$ cat src/rtl/pipe_pkg.sv
// Shared types and widths for the elastic pipeline stage register.
package pipe_pkg;

  localparam int PIPE_OCC_W = 2;

  typedef enum logic [1:0] {
    EMPTY = 2'd0,
    BUSY  = 2'd1,
    FULL  = 2'd2
  } pipe_state_t;

endpackage

$ cat src/rtl/pipe_skid_reg_if.sv
// Valid/ready handshake bundle between two pipeline stages plus flush and occupancy.
interface pipe_skid_reg_if #(
  parameter int WIDTH = 32
);
  import pipe_pkg::*;

  logic                  flush;
  logic                  in_valid;
  logic                  in_ready;
  logic [WIDTH-1:0]      in_data;
  logic                  out_valid;
  logic                  out_ready;
  logic [WIDTH-1:0]      out_data;
  logic [PIPE_OCC_W-1:0] occupancy;

  modport master (
    output flush, in_valid, in_data, out_ready,
    input  in_ready, out_valid, out_data, occupancy
  );

  modport slave (
    input  flush, in_valid, in_data, out_ready,
    output in_ready, out_valid, out_data, occupancy
  );

endinterface

$ cat src/rtl/pipe_data_reg.sv
// WIDTH-bit payload register with load enable and asynchronous reset to RESET_VALUE.
module pipe_data_reg #(
  parameter int               WIDTH       = 32,
  parameter logic [WIDTH-1:0] RESET_VALUE = {WIDTH{1'b0}}
) (
  input  logic             clk,
  input  logic             rst,
  input  logic             load,
  input  logic [WIDTH-1:0] d,
  output logic [WIDTH-1:0] q
);

  always_ff @(posedge clk or posedge rst) begin
    if (rst)       q <= RESET_VALUE;
    else if (load) q <= d;
  end

endmodule

$ cat src/rtl/pipe_skid_reg.sv
// Elastic pipeline stage register with valid/ready handshake and synchronous flush.
// Define PIPE_SKID_EN for the two-entry skid buffer with a registered in_ready.
//
// state | meaning
// EMPTY | no entry held, out_valid low
// BUSY  | main register holds the head entry
// FULL  | main holds head, skid holds the next entry (PIPE_SKID_EN only)
module pipe_skid_reg
  import pipe_pkg::*;
#(
  parameter int               WIDTH       = 32,
  parameter logic [WIDTH-1:0] RESET_VALUE = {WIDTH{1'b0}}
) (
  input  logic          clk,
  input  logic          rst,
  pipe_skid_reg_if.slave bus
);

  pipe_state_t      state, state_nxt;
  logic             in_fire, out_fire;
  logic             main_load;
  logic [WIDTH-1:0] main_d;

  assign in_fire  = bus.in_valid && bus.in_ready;
  assign out_fire = bus.out_valid && bus.out_ready;

`ifdef PIPE_SKID_EN
  logic             skid_load;
  logic             main_from_skid;
  logic [WIDTH-1:0] skid_q;
  logic             in_ready_q;
`endif

  always_ff @(posedge clk or posedge rst) begin
    if (rst) state <= EMPTY;
    else     state <= state_nxt;
  end

  always_comb begin
    state_nxt = state;
    main_load = 1'b0;
`ifdef PIPE_SKID_EN
    skid_load      = 1'b0;
    main_from_skid = 1'b0;
`endif
    case (state)
      EMPTY: begin
        if (in_fire) begin
          main_load = 1'b1;
          state_nxt = BUSY;
        end
      end
      BUSY: begin
        if (in_fire && out_fire) begin
          main_load = 1'b1;
`ifdef PIPE_SKID_EN
        end else if (in_fire) begin
          skid_load = 1'b1;
          state_nxt = FULL;
`endif
        end else if (out_fire) begin
          state_nxt = EMPTY;
        end
      end
`ifdef PIPE_SKID_EN
      FULL: begin
        if (bus.out_ready) begin
          main_load      = 1'b1;
          main_from_skid = 1'b1;
          state_nxt      = BUSY;
        end
      end
`endif
      default: state_nxt = EMPTY;
    endcase
    // Squash wins; data registers keep their contents and are simply marked invalid.
    if (bus.flush) begin
      state_nxt = EMPTY;
      main_load = 1'b0;
`ifdef PIPE_SKID_EN
      skid_load = 1'b0;
`endif
    end
  end

`ifdef PIPE_SKID_EN
  pipe_data_reg #(.WIDTH(WIDTH), .RESET_VALUE(RESET_VALUE)) u_skid (
    .clk  (clk),
    .rst  (rst),
    .load (skid_load),
    .d    (bus.in_data),
    .q    (skid_q)
  );

  assign main_d = main_from_skid ? skid_q : bus.in_data;

  // Registered ready: looks one state ahead so it is already low on entry to FULL.
  always_ff @(posedge clk or posedge rst) begin
    if (rst) in_ready_q <= 1'b1;
    else     in_ready_q <= (state_nxt != FULL);
  end

  assign bus.in_ready = in_ready_q;
`else
  assign main_d       = bus.in_data;
  assign bus.in_ready = !bus.out_valid || bus.out_ready;
`endif

  pipe_data_reg #(.WIDTH(WIDTH), .RESET_VALUE(RESET_VALUE)) u_main (
    .clk  (clk),
    .rst  (rst),
    .load (main_load),
    .d    (main_d),
    .q    (bus.out_data)
  );

  assign bus.out_valid = (state != EMPTY);
  assign bus.occupancy = (state == FULL) ? PIPE_OCC_W'(2) :
                         (state == BUSY) ? PIPE_OCC_W'(1) : PIPE_OCC_W'(0);

endmodule

$ cat src/flat_wrapper.sv
// flat-port wrapper written by rule: the top's interface ports become plain ports
module pipe_skid_reg_flat import pipe_pkg::*;
#(
  parameter int               WIDTH       = 32,
  parameter logic [WIDTH-1:0] RESET_VALUE = {WIDTH{1'b0}}
)
  (clk, rst, bus_flush, bus_in_valid, bus_in_data, bus_out_ready, bus_in_ready, bus_out_valid, bus_out_data, bus_occupancy);
  pipe_skid_reg_if #(.WIDTH(WIDTH)) bus_i ();
  input  logic clk;
  input  logic rst;
  input wire logic [$bits(bus_i.flush)-1:0] bus_flush;
  input wire logic [$bits(bus_i.in_valid)-1:0] bus_in_valid;
  input wire logic [$bits(bus_i.in_data)-1:0] bus_in_data;
  input wire logic [$bits(bus_i.out_ready)-1:0] bus_out_ready;
  output wire logic [$bits(bus_i.in_ready)-1:0] bus_in_ready;
  output wire logic [$bits(bus_i.out_valid)-1:0] bus_out_valid;
  output wire logic [$bits(bus_i.out_data)-1:0] bus_out_data;
  output wire logic [$bits(bus_i.occupancy)-1:0] bus_occupancy;
  assign bus_i.flush = bus_flush;
  assign bus_i.in_valid = bus_in_valid;
  assign bus_i.in_data = bus_in_data;
  assign bus_i.out_ready = bus_out_ready;
  assign bus_in_ready = bus_i.in_ready;
  assign bus_out_valid = bus_i.out_valid;
  assign bus_out_data = bus_i.out_data;
  assign bus_occupancy = bus_i.occupancy;
  pipe_skid_reg #(.WIDTH(WIDTH), .RESET_VALUE(RESET_VALUE)) u_core (.clk(clk), .rst(rst), .bus(bus_i));
endmodule
$ cat config.mk
export PLATFORM = sky130hd
export DESIGN_NAME = pipe_skid_reg_flat
export DESIGN_NICKNAME = d
export VERILOG_FILES = /design/src/rtl/pipe_pkg.sv /design/src/rtl/pipe_skid_reg_if.sv /design/src/rtl/pipe_data_reg.sv /design/src/rtl/pipe_skid_reg.sv /design/src/flat_wrapper.sv
export SDC_FILE = /design/constraint.sdc
export NUM_CORES = 1
export LEC_CHECK = 0
export CAP_MARGIN = 20
export CORE_MARGIN = 3
export CORE_UTILIZATION = 40
export DETAILED_ROUTE_END_ITERATION = 16
export MAX_ROUTING_LAYER = met4
export PLACE_DENSITY_LB_ADDON = 0.08
export SETUP_SLACK_MARGIN = 0.05
export SLEW_MARGIN = 20
export SYNTH_ARGS = -nofsm -noshare
export SYNTH_HDL_FRONTEND = slang
export SYNTH_SLANG_ARGS = --single-unit
$ cat constraint.sdc
create_clock -name clk -period 2.3 [get_ports clk]
set_input_delay 0.575 -clock clk [delete_from_list [all_inputs] [get_ports clk]]
set_output_delay 0.575 -clock clk [all_outputs]
set_load 0.05 [all_outputs]
# [Word level (Yosys, flattened, before mapping)]
# Index checks and enable logic that the tools add are counted.
[op_classes] n_eq_ne=5 mux=11 reduce_logical=8
[ops] cell="2-bit two-way mux" n=5
[ops] cell="3-bit by 2-bit != test with 1-bit output (second input constant)" n=2
[ops] cell="1-bit two-way mux" n=4
[ops] cell="2-bit case mux with 2 select lines" n=1
[ops] cell="1-bit logical AND" n=3
[ops] cell="3-bit != test (second input constant)" n=1
[ops] cell="3-bit AND reduction" n=1
[ops] cell="2-bit by 1-bit == test with 1-bit output (second input constant)" n=1
[ops] cell="2-bit == test (second input constant)" n=1
[ops] cell="2-bit logical NOT" n=1
[ops] cell="1-bit case mux with 2 select lines" n=1
[ops] cell="2-bit nonzero test" n=1
[ops] cell="1-bit logical NOT" n=1
[ops] cell="1-bit logical OR" n=1
[word_totals] reg_bits=34 word_cells=26

# [Longest topological paths before layout]
# Gate-level depths: netlist of run 1.
[depth] word_depth=8 ltp_mapped=4

# [Cells and area by module]
# Synthesis of run 1 repeated with hierarchy kept, for this count alone.
[hier_totals] hier_cells=78 area_unflattened_um2=1431.4
[modules_own_cells] module="pipe_data_reg" instances=1 cells_per_inst=69 area_per_inst_um2=1348.8
[modules_own_cells] module="pipe_skid_reg" instances=1 cells_per_inst=9 area_per_inst_um2=82.6

# [Worst setup path before layout of run 1]
# No wires, ideal clock.
[synth_timing] kind="reg2reg" startpoint="register u_core.state[0]" endpoint="register u_core.u_main.q[0]" setup_time_ns=0.125 arrival_ns=1.562 setup_slack_ns=0.613 path_stages_with_launch=5 n_path_buf=1 period_less_slack_ns=1.687 cell_sequence="dfrtp_1 -> nor2b_4 -> nor3b_4 -> buf_6 -> mux2_2"
[synth_via] elab_chain_cells=8 word_cells_on_any_way=12
[synth_lines] element="start, declared" line="pipe_skid_reg.sv:19" source="pipe_state_t state, state_nxt;"
[synth_lines] element="start signal, assigned" line="pipe_skid_reg.sv:36" source="else state <= state_nxt;"
[synth_lines] element="2-bit nonzero test" line="pipe_skid_reg.sv:117" source="assign bus.out_valid = (state != EMPTY);"
[synth_lines] element="1-bit logical NOT" line="pipe_skid_reg.sv:106" source="assign bus.in_ready = !bus.out_valid || bus.out_ready;"
[synth_lines] element="1-bit logical OR" line="pipe_skid_reg.sv:106"
[synth_lines] element="1-bit logical AND" line="pipe_skid_reg.sv:24" source="assign in_fire = bus.in_valid && bus.in_ready;"
[synth_lines] element="1-bit logical AND" line="pipe_skid_reg.sv:54" source="if (in_fire && out_fire) begin"
[synth_lines] element="1-bit two-way mux" line="pipe_skid_reg.sv:54"
[synth_lines] element="1-bit case mux with 2 select lines *" line="pipe_skid_reg.sv:46" source="case (state)"
[synth_lines] element="1-bit two-way mux *" line="pipe_skid_reg.sv:77" source="if (bus.flush) begin"
[synth_lines] element="end signal, assigned" line="pipe_data_reg.sv:14" source="if (rst) q <= RESET_VALUE;"
[synth_lines] element="end signal, assigned" line="pipe_data_reg.sv:15" source="else if (load) q <= d;"
[synth_lines] element="end, declared" line="pipe_data_reg.sv:10" source="output logic [WIDTH-1:0] q"
# Every way passes the cells marked *; elsewhere a longest branch is shown, timed or not.
# A chain may end at the register's enable or synchronous reset.

# [Worst setup path after layout of run 1]
[layout_timing] startpoint="register u_core.u_main.q[9]" endpoint="output port bus_out_data[9]"
[layout_rtl] element="end, declared" line="flat_wrapper.sv:17" source="output wire logic [$bits(bus_i.out_data)-1:0] bus_out_data;"
# No word-level cell between the ends.

==> results of run 1 <==
==> synthesized netlist by cell type <==
cell | count | area [um^2]
dfrtp_1 | 33 | 826
mux2_2 | 32 | 360
buf_6 | 3 | 33.8
buf_4 | 2 | 15.0
inv_1 | 2 | 7.51
nor2_1 | 2 | 7.51
conb_1 | 1 | 3.75
nor2b_4 | 1 | 13.8
nor3b_4 | 1 | 18.8
==> power groups by stage <==
stage	logic (mW)	registers (mW)	clock network (mW)
after floorplan	0.135	1.08	0
after global placement	0.764	0.732	0
after detailed placement	0.773	0.738	0
after CTS	0.776	0.727	0.308
after global routing	0.801	0.740	0.336
final	0.767	0.725	0.296
==> cells in the final DEF, fill, tap and decap left out, drive strengths merged <==
master / netlist / final
buf: 5 / 3
clkbuf: 0 / 8
clkdlybuf4s50: 0 / 70
conb: 1 / 1
dfrtp: 33 / 33
inv: 2 / 2
mux2: 32 / 32
nor2: 2 / 2
nor2b: 1 / 1
nor3b: 1 / 1
==> cell type report <==
type	instances	area [um^2]	area share [%]
flip-flops and latches	33	826	39.6
repair buffers	73	748	35.9
multi-input cells	37	404	19.4
well taps	42	52.6	2.52
clock buffers	8	48.8	2.34
inverters	2	7.51	0.360
==> how the worst max path moves through the flow <==
stage          slack [ps]                         endpoint  cells past startpoint
2_1_floorplan         610   u_core.u_main.q[0]$_DFFE_PP0P_                      4
3_3_place_gp          250  u_core.u_main.q[26]$_DFFE_PP0P_                      5
3_5_place_dp          220  u_core.u_main.q[24]$_DFFE_PP0P_                      5
4_1_cts               200                  bus_out_data[3]                      1
5_1_grt               160                  bus_out_data[3]                      1
6_report              230                  bus_out_data[9]                      1
==> cells by family (layout without fill, tap and decap cells) <==
family / after synthesis / in the layout / share of synthesized area, %
AND/OR/NAND/NOR: 4 / 4 / 3.11
multiplexers: 32 / 32 / 28.0
other: 1 / 1 / 0.292
buffers and inverters: 7 / 83 / 4.38
flip-flops: 33 / 33 / 64.2
==> sequential cells by signal (all words and copies together), names as in the netlist <==
name	count
u_core.state	1
u_core.u_main.q	32
==> layer usage <==
metal	GRT usage, %	up-vias	routed length (um)
li1	-	411	-
met1	17.9	436	1040
met2	26.8	41	1360
met3	5.40	7	217
met4	8.26	0	57
met5	-	-	0
==> impl_results.md, run 1 <==
* Final setup fails at 0
* Worst-path maximum fanout at 2
* Delay-heaviest family, CP: buffers and inverters
* Nets at 189
* Worst min-delay path category: reg2reg
* Yosys cell types at 9
* Power Internal at 1.10 mW
* Max-slew violations at 0
* Sequential power share at 40.5%
* Crit end category: primary output
* CP Launch Type: register
* Final std cell area, no fill at 0.00209 mm^2
* Largest net degree at the start of global routing at 34
* Clock Pin Slew Worst Setup and Hold Paths at 90 ps
* Relative slew slack at 65.6%
* HP Start: u_core.u_main.q[14]$_DFFE_PP0P_
* Total track usage at 16.4%
* Final cell count without fillers at 195
* Die height at 62.7 um
* Final Util at 72.0%
* Initial antenna violation count at 0
* Root Driver: clkbuf_4
* Final period utilization at 90.1%
* RSZ-0062 raised after global routing: no
* CTS tree: done
* Critical Path RT at 1730 ps
* Sequential area share after synthesis at 64.2%
* Post-DR wirelength/cell at 13.8 um
* # rows at 19
* Vias in the first global route at 983
* Fin Setup TNS at 0 ps
* Critical Path, Cell by Cell: clkdlybuf4s50_1
* Skew final at 2.78 ps
* Clk_lat worst skew at 320 ps
* Syn Area/Cell at 16.7 um^2
* Pre-Repair DR Iteration Count at 3
* Remaining DRCs at 0
* Critical Path AT at 1500 ps
* PD cells at 856 mW/mm^2
* Hold path endpoint: u_core.u_main.q[14]$_DFFE_PP0P_
* DP Cell Count at 187
* Power share of the clock group at 16.5%
* Slew @ Worst Pin at 515 ps
* DR vias/cell at 4.59
* Remaining antenna violation count at 0
* Synth warnings at 0
* CTS Buffer Depth at 2
* Via count at 895
* Flop-to-flop setup slack at 830 ps
* Port Buf Inserts at 71
* Mapped Nets at 114
* Hold buffer count at CTS at 0
* Grt total ovfl at 0
* Crit. Startpoint: u_core.u_main.q[9]$_DFFE_PP0P_
* Net Sw Frac at 38.3%
* Final hold slack at 511 ps
* Worst vdd ir at 0.000564 V
* First-pass GRT wire length at 4820 um
* R2R depth at 4
* Setup Fix Bufs, Post-CTS at 0
* Initial cell density of the core at 44.3%
* Setup CP Type: reg2out
* Fraction of layout cells with a size suffix above 1 at 27.5%
* PostCTS Resize Cnt at 0
* Critical Path Max Stage Delay at 820 ps
* RR Endpoint: u_core.u_main.q[3]$_DFFE_PP0P_
* WHS Path Cells at 1
* Max-Cap Viols at 0
* HPWL reported at the end of detailed placement at 2010 um
* Hold Violations, Final at 0
* DRT iter0 DRCs at 26
* GPL Wtd Cong at 0.639
* Placed inst area at 0.00204 mm^2
* Status: finished, final reports clean
* Highest clock rate at 482 MHz
* Die Width at 62.7 um
* Final min period at 2070 ps
* Post-Syn Area at 0.00129 mm^2
* P_leak at 0.857 nW
* Routed WL at 2680 um
* FF-to-FF Start: u_core.state[0]$_DFFE_PP0P_
* Sw Pwr at 0.685 mW
* Post-Place Setup Slack at 217 ps
* Area Growth Syn to Fin at 62.3%
* CTS Sinks at 33
* Logic pwr share at 42.9%
* Die ar. at 0.00393 mm^2
* Setup WS post-layout at 227 ps
* Register bit total from synthesis at 33
* CTS H-tree depth at 2
* Worst path bufs/invs at 1
* Fillcell total at 220
* Synth Instances at 77
* Total power at 1.79 mW
* CTS buffer count at 5
* N_diodes at 0
* # IOs at 73
* CP max-delay cell: clkdlybuf4s50_1
* CORE AREA at 0.00290 mm^2
Power figures use the tool's default switching activity.
==> inputs of run 2 (changes only) <==
--- a/config.mk
+++ b/config.mk
@@ -5,7 +5,6 @@
 export SDC_FILE = /design/constraint.sdc
 export NUM_CORES = 1
 export LEC_CHECK = 0
-export CAP_MARGIN = 20
 export CORE_MARGIN = 3
 export CORE_UTILIZATION = 40
 export DETAILED_ROUTE_END_ITERATION = 16
==> results of run 2 <==
Final layout, timing and power as in run 1 (identical DEF).
